`src/rtl/booth_pkg.sv`:
```
// Shared types and helpers for the sequential radix-4 Booth multiplier.
package booth_pkg;

  typedef struct packed {
    logic neg;
    logic one;
    logic two;
  } booth_digit_t;

  typedef enum logic [1:0] {StIdle, StRun, StDone} booth_state_t;

  function automatic int unsigned digit_count(input int unsigned width);
    return width / 2;
  endfunction

endpackage

```
`src/rtl/booth_digit_enc.sv`:
```
// Radix-4 Booth digit encoder: maps {b[2i+1], b[2i], b[2i-1]} to neg/one/two selects.
module booth_digit_enc
  import booth_pkg::*;
(
  input  logic [2:0]   triplet,
  output booth_digit_t digit
);

  always_comb begin
    digit = '0;
    case (triplet)
      3'b001, 3'b010: digit.one = 1'b1;
      3'b011:         digit.two = 1'b1;
      3'b100: begin
        digit.neg = 1'b1;
        digit.two = 1'b1;
      end
      3'b101, 3'b110: begin
        digit.neg = 1'b1;
        digit.one = 1'b1;
      end
      default:        digit = '0;
    endcase
  end

endmodule

```
`src/rtl/booth_seq_mult.sv`:
```
// Sequential radix-4 Booth multiplier, one digit per clock, start/done handshake.
// Optional early termination when the remaining multiplier bits are all-0/all-1: BOOTH_EARLY_EXIT_EN.
module booth_seq_mult
  import booth_pkg::*;
#(
  parameter int unsigned WIDTH = 16
) (
  input  logic               clk,
  input  logic               rst,
  input  logic               start,
  input  logic [WIDTH-1:0]   a,
  input  logic [WIDTH-1:0]   b,
  output logic               ready,
  output logic               busy,
  output logic               done,
  output logic [2*WIDTH-1:0] product
);

  localparam int unsigned Digits = digit_count(WIDTH);
  localparam int unsigned IdxW   = $clog2(Digits);
  localparam int unsigned PW     = 2 * WIDTH;

  booth_state_t    state_q;
  logic [WIDTH-1:0] a_q, b_q;
  logic [PW-1:0]    acc_q, product_q;
  logic [IdxW-1:0]  idx_q;
  logic             ready_q, busy_q, done_q;

  logic [WIDTH:0]   b_ext;
  logic [2:0]       triplet;
  booth_digit_t     digit;
  logic [PW-1:0]    a_ext, mag, pp, acc_next;
  logic             last_digit;

  // B[-1] = 0 is supplied by the appended LSB.
  assign b_ext   = {b_q, 1'b0};
  assign triplet = b_ext[{idx_q, 1'b0} +: 3];
  assign a_ext   = {{WIDTH{a_q[WIDTH-1]}}, a_q};

  booth_digit_enc u_enc (
    .triplet (triplet),
    .digit   (digit)
  );

  always_comb begin
    mag = '0;
    if (digit.two) begin
      mag = a_ext << 1;
    end else if (digit.one) begin
      mag = a_ext;
    end
    pp       = digit.neg ? (~mag + PW'(1)) : mag;
    acc_next = acc_q + (pp << {idx_q, 1'b0});
  end

`ifdef BOOTH_EARLY_EXIT_EN
  // Remaining digits are all zero once B[WIDTH-1:2i+1] is a pure sign extension.
  always_comb begin
    last_digit = 1'b1;
    for (int j = 0; j < int'(WIDTH); j++) begin
      if (j > 2 * int'(idx_q) && b_q[j] != b_q[WIDTH-1]) last_digit = 1'b0;
    end
  end
`else
  always_comb begin
    last_digit = (idx_q == IdxW'(Digits - 1));
  end
`endif

  always_ff @(posedge clk) begin
    if (rst) begin
      state_q   <= StIdle;
      a_q       <= '0;
      b_q       <= '0;
      acc_q     <= '0;
      product_q <= '0;
      idx_q     <= '0;
      ready_q   <= 1'b1;
      busy_q    <= 1'b0;
      done_q    <= 1'b0;
    end else begin
      done_q <= 1'b0;
      case (state_q)
        StIdle, StDone: begin
          if (start) begin
            a_q     <= a;
            b_q     <= b;
            acc_q   <= '0;
            idx_q   <= '0;
            state_q <= StRun;
            ready_q <= 1'b0;
            busy_q  <= 1'b1;
          end else begin
            state_q <= StIdle;
          end
        end
        StRun: begin
          acc_q <= acc_next;
          idx_q <= idx_q + IdxW'(1);
          if (last_digit) begin
            product_q <= acc_next;
            state_q   <= StDone;
            done_q    <= 1'b1;
            ready_q   <= 1'b1;
            busy_q    <= 1'b0;
          end
        end
        default: state_q <= StIdle;
      endcase
    end
  end

  assign ready   = ready_q;
  assign busy    = busy_q;
  assign done    = done_q;
  assign product = product_q;

endmodule
```
`config.mk`:
```
export PLATFORM = sky130hd
export DESIGN_NAME = booth_seq_mult
export DESIGN_NICKNAME = d
export VERILOG_FILES = /design/src/rtl/booth_pkg.sv /design/src/rtl/booth_digit_enc.sv /design/src/rtl/booth_seq_mult.sv
export SDC_FILE = /design/constraint.sdc
export NUM_CORES = 1
export LEC_CHECK = 0
export CORE_ASPECT_RATIO = 1.25
export CORE_MARGIN = 1
export CORE_UTILIZATION = 53
export DETAILED_ROUTE_END_ITERATION = 7
export GPL_TIMING_DRIVEN = 0
export MAX_ROUTING_LAYER = met4
export PLACE_DENSITY_LB_ADDON = 0.25
export SLEW_MARGIN = 10
export SYNTH_ARGS = -nofsm -noshare
export SYNTH_HDL_FRONTEND = slang
export SYNTH_SLANG_ARGS = --single-unit
```
`constraint.sdc`:
```
create_clock -name clk -period 6.6 [get_ports clk]
set_input_delay 0.99 -clock clk [delete_from_list [all_inputs] [get_ports clk]]
set_output_delay 0.99 -clock clk [all_outputs]
set_load 0.03 [all_outputs]
```
# Word level (Yosys, flattened, before mapping)
# Cells that the tools add are included.
[totals] ff_bits=104 in_bits=35 elab_cells=58
[classes] add_sub_neg=3 n_eq_ne=11 shift=2 mux=20 bitwise_logic=2 reduce_logical=11
[ops] cell="32-bit 2-to-1 mux" count=4
[ops] cell="32-bit one-hot mux with 2 select lines" count=1
[ops] cell="32-bit by 1-bit adder with 32-bit output (second input constant)" count=1
[ops] cell="32-bit adder" count=1
[ops] cell="32-bit inverter" count=1
[ops] cell="32-bit by 4-bit left shift with 32-bit output" count=1
[ops] cell="17-bit by 5-bit variable part select with 3-bit output" count=1
[ops] cell="3-bit equality test (second input constant)" count=4
[ops] cell="1-bit 2-to-1 mux" count=9
[ops] cell="3-bit by 2-bit equality test with 1-bit output (second input constant)" count=2
[ops] cell="3-bit one-hot mux with 2 select lines" count=1
[ops] cell="2-bit AND reduction" count=3
[ops] cell="2-bit OR reduction" count=3
[ops] cell="2-bit != test (second input constant)" count=2
[ops] cell="1-bit one-hot mux with 2 select lines" count=2
[ops] cell="2-bit one-hot mux with 2 select lines" count=1
[ops] cell="4-bit OR reduction" count=1
[ops] cell="3-bit by 1-bit adder with 3-bit output (second input constant)" count=1
[ops] cell="3-bit by 1-bit equality test with 1-bit output (second input constant)" count=1
[ops] cell="3-bit 2-to-1 mux" count=1
[ops] cell="3-bit AND reduction" count=1
[ops] cell="3-bit OR reduction" count=1
[ops] cell="2-bit by 1-bit equality test with 1-bit output (second input constant)" count=1
[ops] cell="2-bit equality test (second input constant)" count=1
[ops] cell="other kinds (4)" count=4

# Logic depth before layout (Yosys ltp)
# Gate-level depths: netlist (run 1).
[logic_depth] depth_word=12 mapped_depth=34 ltp_nobuf=29

# Cells and area by module
# A second synthesis (run 1) with hierarchy kept.
[unflattened] hier_cells=939 area_unflattened_um2=7104.3
[by_module_without_submodules] mod="booth_seq_mult" n_inst=1 cells_per_inst=934 area_per_inst_um2=7073.0 seq_area_each_um2=2082.0
[by_module_without_submodules] mod="booth_digit_enc" n_inst=1 cells_per_inst=5 area_per_inst_um2=31.3 seq_area_each_um2=0.0

# Worst setup path after synthesis (run 1)
# No wires, ideal clock.
[synth_path] path_kind="register to register" startpoint="register idx_q[0]" endpoint="register acc_q[31]" t_arrival_ns=6.221 setup_slack_ns=0.247 path_stages_with_launch=31 path_buffers=5 cell_sequence="dfxtp_1 -> buf_2 -> buf_1 -> mux4_2 -> nand2_1 -> o21a_1 -> ha_1 -> clkbuf_1 -> nand3_4 -> nand2_1 -> buf_2 -> nand2_1 -> and2_1 -> ha_1 -> clkbuf_1 -> a311o_1 -> a41oi_1 -> xnor2_1 -> a221oi_1 -> o22ai_1 -> ha_1 -> a21oi_1 -> o21ai_0 -> nor3_1 -> a211o_1 -> a31oi_1 -> a311o_1 -> xor2_1 -> nor2_1 -> o21ai_0 -> a21oi_1"
[synth_between] elab_chain_cells=12
[synth_rtl] element="from (decl)" line="booth_seq_mult.sv:26" source="logic [IdxW-1:0] idx_q;"
[synth_rtl] element="from (signal assigned)" line="booth_seq_mult.sv:99" source="idx_q <= idx_q + IdxW'(1);"
[synth_rtl] element="17-bit by 5-bit variable part select with 3-bit output" line="booth_seq_mult.sv:37" source="assign triplet = b_ext[{idx_q, 1'b0} +: 3];"
[synth_rtl] element="3-bit by 1-bit equality test with 1-bit output (tied with other cells)" line="booth_digit_enc.sv:11" source="case (triplet)"
[synth_rtl] element="4-bit OR reduction (no source line)"
[synth_rtl] element="1-bit 2-to-1 mux" line="booth_digit_enc.sv:11"
[synth_rtl] element="32-bit 2-to-1 mux" line="booth_seq_mult.sv:49" source="end else if (digit.one) begin"
[synth_rtl] element="32-bit 2-to-1 mux" line="booth_seq_mult.sv:47" source="if (digit.two) begin"
[synth_rtl] element="32-bit inverter" line="booth_seq_mult.sv:52" source="pp = digit.neg ? (~mag + PW'(1)) : mag;"
[synth_rtl] element="32-bit by 1-bit adder with 32-bit output" line="booth_seq_mult.sv:52"
[synth_rtl] element="32-bit 2-to-1 mux" line="booth_seq_mult.sv:52"
[synth_rtl] element="32-bit by 4-bit left shift with 32-bit output *" line="booth_seq_mult.sv:53" source="acc_next = acc_q + (pp << {idx_q, 1'b0});"
[synth_rtl] element="32-bit adder *" line="booth_seq_mult.sv:53"
[synth_rtl] element="32-bit one-hot mux with 2 select lines *" line="booth_seq_mult.sv:83" source="case (state_q)"
[synth_rtl] element="to (signal assigned)" line="booth_seq_mult.sv:98" source="acc_q <= acc_next;"
[synth_rtl] element="to (decl)" line="booth_seq_mult.sv:25" source="logic [PW-1:0] acc_q, product_q;"
# Mark *: on every way between the ends. The rest lies on a longest branch, timed or not.
# A chain may end at the register's enable or synchronous reset.

# Worst setup path after layout (run 1)
[layout_path] startpoint="register idx_q[1]" endpoint="register product_q[24] (netlist: product[24])"
[layout_between] elab_chain_cells=11
[layout_rtl] element="17-bit by 5-bit variable part select with 3-bit output" line="booth_seq_mult.sv:37"
[layout_rtl] element="3-bit by 1-bit equality test with 1-bit output (tied with other cells)" line="booth_digit_enc.sv:11"
[layout_rtl] element="4-bit OR reduction (no source line)"
[layout_rtl] element="1-bit 2-to-1 mux" line="booth_digit_enc.sv:11"
[layout_rtl] element="32-bit 2-to-1 mux" line="booth_seq_mult.sv:49"
[layout_rtl] element="32-bit 2-to-1 mux" line="booth_seq_mult.sv:47"
[layout_rtl] element="32-bit inverter" line="booth_seq_mult.sv:52"
[layout_rtl] element="32-bit by 1-bit adder with 32-bit output" line="booth_seq_mult.sv:52"
[layout_rtl] element="32-bit 2-to-1 mux" line="booth_seq_mult.sv:52"
[layout_rtl] element="32-bit by 4-bit left shift with 32-bit output" line="booth_seq_mult.sv:53"
[layout_rtl] element="32-bit adder" line="booth_seq_mult.sv:53"
[layout_rtl] element="to (signal assigned)" line="booth_seq_mult.sv:101" source="product_q <= acc_next;"
[layout_rtl] element="to (decl)" line="booth_seq_mult.sv:25"
# Parallel ways exist; a longest one is shown, timed or not.

==> impl_metrics.csv, run 1 <==
group,metric,value,unit
die,die_h,135.1,um
cells_and_area,syn2layout_area_growth,21.66,%
yosys,synth_compound_area_share,26.40,%
die,die_x,108.5,um
place,place.gp.congestion,0.9836,
clock_network,htree_levels,3,
clock_network,clk_latency,0.37,ns
cells_and_area,postLayoutCellArea,9138,um^2
drt,num_vias,7883,
cells_and_area,finish.net_count,1186,
cells_and_area,fin_util,66.15,%
yosys,yosys.area.top_type_share,27.72,%
clock_network,cts_hold_buf,0,
drt,initialDrtViolationCount,744,
global_routing,track_usage,33.67,%
sta,fin_ws,0.1430,ns
drt,wl,23700,um
setup_path,crit_slowest_cell,"a311o_1",
job,cap_viol_max_count,0,
sta,tightest_slew,0.8502,ns
yosys,synth_xor_area_share,5.014,%
place,hpwl,17390,um
sta,maxSlewHeadroom,43.01,%
yosys,synth_area,7511,um^2
yosys,synthAdderAreaFrac,7.096,%
yosys,syn-num-nets,1097,
drt,via_per_inst,6.116,
setup_path,critPathBufInv,5,
yosys,syn_inst,1020,
sta,period_needed,6.457,ns
pwr,peakVddDrop,0.0001651,V
drt,wl_per_cell,18.39,um
outcome,outcome,"finished, final reports clean",
global_routing,grt_overflow_total,0,
sta,finalClockSkew,0.007864,ns
min_path,hold_path.class,"reg2reg",
drt,dr.pass1.iters,5,
setup_path,critPathRequiredTime,6.91,ns
global_routing,grt_antenna_before_repair,0,
drt,drc,0,
setup_path,cp-start-kind,"flip-flop",
setup_path,path_delay_family,"compound AO/OA/AOI/OAI gates",
yosys,async_flop_share,0,%
pwr,power_density,200.2,nW/um^2
global_routing,grt_pass1_wl,37120,um
place,dpl_worst_slack,-1.522,ns
yosys,yosys-top-cells-count,"179 x nand2_1, 117 x a21oi_1, 104 x dfxtp_1",
yosys,synthSimpleGateAreaFrac,24.85,%
cells_and_area,layoutNonFillerInstCount,1289,
yosys,ys_warn_count,0,
die,core.rowCount,48,
pwr,p_leak,3.541,nW
setup_path,cp_max_fo,10,
cells_and_area,n_antenna_cell,0,
sta,slew_violations,0,
cells_and_area,nFillCells,1251,
die,core,13810,um^2
place,placed_cells,1263,
yosys,synthTopCellsByArea,"dfxtp_1 28%, nand2_1 8.9%, a21oi_1 7.8%",
yosys,yosysSeqAreaShare,27.72,%
yosys,synth-edff-count,0,
clock_network,clk_pin_slew_worst_paths,0.08,ns
die,start_util,54.38,%
place,dpl_cell_area,8416,um^2
setup_path,cpPeakStageDelay,0.41,ns
setup_path,cp.arrival,6.76,ns
sta,hold_viol,0,
global_routing,grt_max_degree,20,
yosys,synth_area_leader_cell,"dfxtp_1",
yosys,synth_top_family_by_area,"compound AO/OA/AOI/OAI gates",
sta,setup_viol,0,
sta,fin_crit_sh,97.83,%
yosys,synthMuxAreaShare,4.065,%
clock_network,cts_inserted_buffers,9,
die,io_pins,70,
setup_path,cp-end-kind,"flip-flop",
yosys,yosysUniqueCellTypes,77,
die,dieArea,14650,um^2
clock_network,root_buffer,"clkbuf_16",
yosys,yosysMostFrequentCell,"nand2_1",
cells_and_area,drive_gt1_share,9.964,%
yosys,avgSynthCellArea,7.364,um^2
place,portBuffers,68,
clock_network,clkSinkCount,104,
yosys,ys_dominant_reg_cell,"dfxtp_1",
clock_network,cts_tree,"built",
sta,final.setup.tns,0,ns
global_routing,first_global_vias,7399,
yosys,ys_ff_latch,104,
drt,ant_nets,0,
setup_path,worstSetupPathType,"reg2reg",
clock_network,clock_path_buffers,2,
sta,fmax,154.9,MHz
==> registers in the layout (all words and copies together), names as in the netlist <==
register and flops:
product 32, a_q 16, idx_q 3, done 1
b_q 16, busy 1, ready 1, acc_q 32
state_q 2
==> worst register-to-register path: cells and delay by family (launching register included) <==
family                     cells  cell delay [ns]
muxes                          1             0.33
DFF                            1             0.36
and+or+nand+nor                7             1.28
adders and majority gates      3             0.78
AOI/OAI and AO/OA             12             2.66
buffers and inverters          5             0.83
xor gates and xnor gates       1             0.12
==> repair_timing <==
item | CTS | global route
gates resized for setup | 45 | 36
endpoints found under the setup margin | 52 | 41
pin swaps | 13 | 13
setup buffers | 6 | 8
==> final timing paths <==
kind	depth (start not counted)	startpoint	slack, ns	end
worst min-delay path	2	product[29]$_SDFFE_PP0P_	0.45	product[29]$_SDFFE_PP0P_
worst max-delay path	29	idx_q[1]$_SDFFE_PP0P_	0.14	product[24]$_SDFFE_PP0P_
worst min register to register	2	product[29]$_SDFFE_PP0P_	0.45	product[29]$_SDFFE_PP0P_
worst max register to register	29	idx_q[1]$_SDFFE_PP0P_	0.14	product[24]$_SDFFE_PP0P_
==> cells in the final DEF (no fill, tap or decap), types with 7 or more instances in the layout <==
cell type	instances
nand2_1	178
a21oi_1	114
dfxtp_1	103
nor2_1	99
clkdlybuf4s50_1	68
clkbuf_1	44
ha_1	35
nor3_1	27
xnor2_1	27
o21ai_0	24
a22oi_1	21
mux2i_1	20
inv_1	19
buf_4	16
nand3_1	16
a21o_1	14
xor2_1	14
nand2b_1	13
a211oi_1	13
o21ai_1	12
nor2b_1	11
o21a_1	11
a22o_1	9
a211o_1	9
clkbuf_16	9
nand4_1	8
a31oi_1	8
and3_1	8
o211ai_1	7
or3_1	7
==> metal layers <==
layer	GRT usage, %	part of all wire (%)
met1	38.30	40
met2	56.58	49
met3	4.826	6.3
met4	18.09	4.7
met5	-	0
==> logic make-up (layout without fill, tap and decap cells) <==
kind of cell | count (synthesis) | count (layout)
AND/OR/NAND/NOR | 408 | 408
flip-flops | 104 | 104
buffers and inverters | 90 | 184
XOR/XNOR | 43 | 43
adder cells (fa/ha/maj) | 42 | 42
multiplexers | 26 | 26
AO/OA/AOI/OAI | 307 | 307
==> metrics by stage <==
step                      hold WS [ns]  total power, W
final                           0.4532        0.001829
after global routing            0.4838        0.001901
after CTS                       0.4520        0.001797
after detailed placement        0.4400        0.001171
after global placement          0.4385        0.001166
after floorplan                 0.4268        0.001034
==> layout make-up <==
class | count | area [um^2] | area share [%]
multi-input cells | 826 | 5315 | 58.17
well taps | 175 | 219.0 | 2.396
flip-flops and latches | 104 | 2083 | 22.80
repair buffers | 82 | 785.8 | 8.599
inverters | 20 | 75.07 | 0.8216
clock buffers | 9 | 225.2 | 2.465
clock inverters | 7 | 112.6 | 1.232
plain buffers | 66 | 321.6 | 3.519
==> where the power goes <==
part,switching (W),total [W],leakage [nW],internal (W)
sequential,0.0000204,0.000670,0.845,0.000649
combinational,0.000332,0.000541,2.53,0.000208
clock,0.000276,0.000619,0.167,0.000342
total,0.000629,0.00183,3.54,0.00120
Note: power is estimated with default switching activity, not from simulation.
==> run 2: changes to the inputs <==
CORE_UTILIZATION = 59   (was 53)
DONT_BUFFER_PORTS = 1   (was not set)
==> impl_metrics.csv, run 2 (synthesis gave the netlist of run 1 again) <==
group,metric,value,unit
drt,wl_per_cell,19.17,um
sta,tightest_slew,0.7969,ns
drt,initialDrtViolationCount,523,
setup_path,crit_slowest_cell,"mux4_2",
setup_path,critPathBufInv,5,
global_routing,track_usage,36.69,%
cells_and_area,n_antenna_cell,0,
place,portBuffers,0,
global_routing,grt_max_degree,20,
setup_path,worst-path-stages,30,
clock_network,root_buffer,"clkbuf_16",
setup_path,critPathRequiredTime,6.89,ns
drt,num_vias,7766,
outcome,outcome,"finished, final reports clean",
cells_and_area,finish.net_count,1119,
sta,fin_crit_sh,97.53,%
sta,slew_violations,0,
cells_and_area,drive_gt1_share,12.03,%
cells_and_area,nFillCells,1020,
global_routing,grt_antenna_before_repair,0,
clock_network,cts_hold_buf,0,
setup_path,cp.arrival,6.73,ns
die,die_h,128.1,um
drt,dr.pass1.iters,5,
sta,finalClockSkew,0.01060,ns
global_routing,first_global_vias,7422,
cells_and_area,fin_util,69.55,%
place,place.gp.congestion,0.9849,
place,hpwl,16760,um
sta,setup_viol,0,
drt,drc,0,
global_routing,grt_pass1_wl,36270,um
die,dieArea,13190,um^2
setup_path,cp-end-kind,"flip-flop",
clock_network,clkSinkCount,104,
die,die_x,102.9,um
setup_path,cp-start-kind,"flip-flop",
clock_network,clk_pin_slew_worst_paths,0.08,ns
sta,fin_ws,0.1629,ns
die,io_pins,70,
sta,period_needed,6.437,ns
cells_and_area,final_cell_mix,"177 x nand2_1, 113 x a21oi_1, 103 x dfxtp_1, 98 x nor2_1, 43 x clkbuf_1",
clock_network,clk_latency,0.37,ns
setup_path,path_delay_family,"compound AO/OA/AOI/OAI gates",
cells_and_area,final_common_cell,"nand2_1",
global_routing,grt_overflow_total,0,
cells_and_area,multi_input_area,5423,um^2
place,dpl_worst_slack,-1.459,ns
cells_and_area,seq_area,2086,um^2
min_path,hold_path.class,"reg2reg",
min_path,hold_depth,2,
sta,maxSlewHeadroom,46.59,%
pwr,power_density,205.8,nW/um^2
die,core.rowCount,45,
clock_network,cts_tree,"built",
drt,wl,23220,um
die,start_util,61.19,%
cells_and_area,syn2layout_area_growth,13.66,%
clock_network,cts_inserted_buffers,9,
drt,ant_nets,0,
setup_path,r2r_cells,30,
drt,via_per_inst,6.413,
sta,final.setup.tns,0,ns
setup_path,cpPeakStageDelay,0.52,ns
sta,fmax,155.3,MHz
setup_path,cp_max_fo,10,
pwr,p_leak,3.279,nW
sta,hold_viol,0,
job,cap_viol_max_count,0,
setup_path,worstSetupPathType,"reg2reg",
clock_network,htree_levels,3,
clock_network,clock_path_buffers,2,
pwr,peakVddDrop,0.0001876,V
die,core,12270,um^2
run 2: stage by stage:
step           instance area (um^2)  hold WS [ns]  total power [W]  cells
6_report                       8537        0.4604         0.001757   1211
5_1_grt                        8537        0.4802         0.001828   1211
4_1_cts                        8157        0.4557         0.001698   1200
3_5_place_dp                   7716        0.4433         0.001146   1184
3_3_place_gp                   7716        0.4398         0.001141   1184
2_1_floorplan                  7511        0.4268         0.001034   1020
run 2: routing by layer:
metal	share of wire, %	routed length, um	global-route usage, %	vias up
met3	6.9	1611	6.816	118
met2	47	11000	59.18	358
met1	39	9069	41.15	3596
met5	0	0	-	-
li1	-	-	-	3694
met4	6.6	1533	23.70	0
run 2: area by class of cell:
cell class / count / area share, %
multi-input combinational: 826 / 63.52
sequential: 104 / 24.43
buffer: 65 / 3.840
clock buffer: 10 / 2.799
tap: 164 / 2.404
timing repair buffer: 16 / 1.407
inverter: 20 / 0.8794
clock inverter: 6 / 0.7182
run 2: worst paths after layout:
| check | startpoint | endpoint | slack, ns |
|---|---|---|---|
| max | idx_q[0]$_SDFFE_PP0P_ | product[31]$_SDFFE_PP0P_ | 0.16 |
| min | b_q[6]$_SDFFE_PP0P_ | b_q[6]$_SDFFE_PP0P_ | 0.46 |
| max reg2reg | idx_q[0]$_SDFFE_PP0P_ | product[31]$_SDFFE_PP0P_ | 0.16 |
| min reg2reg | b_q[6]$_SDFFE_PP0P_ | b_q[6]$_SDFFE_PP0P_ | 0.46 |
run 2: power breakdown:
group,internal [W],leakage (nW),total [W],switching (W)
clock network,0.000276,0.149,0.000552,0.000276
logic,0.000199,2.28,0.000533,0.000334
registers,0.000649,0.845,0.000672,0.0000228
run 2: what timing repair did:
action | CTS | global route
buffers inserted | 3 | 13
pin swaps | 5 | 25
gates resized for setup | 38 | 65
endpoints found under the setup margin | 50 | 41
run 2: worst min-delay path, stage by stage, from the launching register on:
cell and delay [ns]:
dfxtp_1 0.31, nand2_1 0.05, a21oi_1 0.05
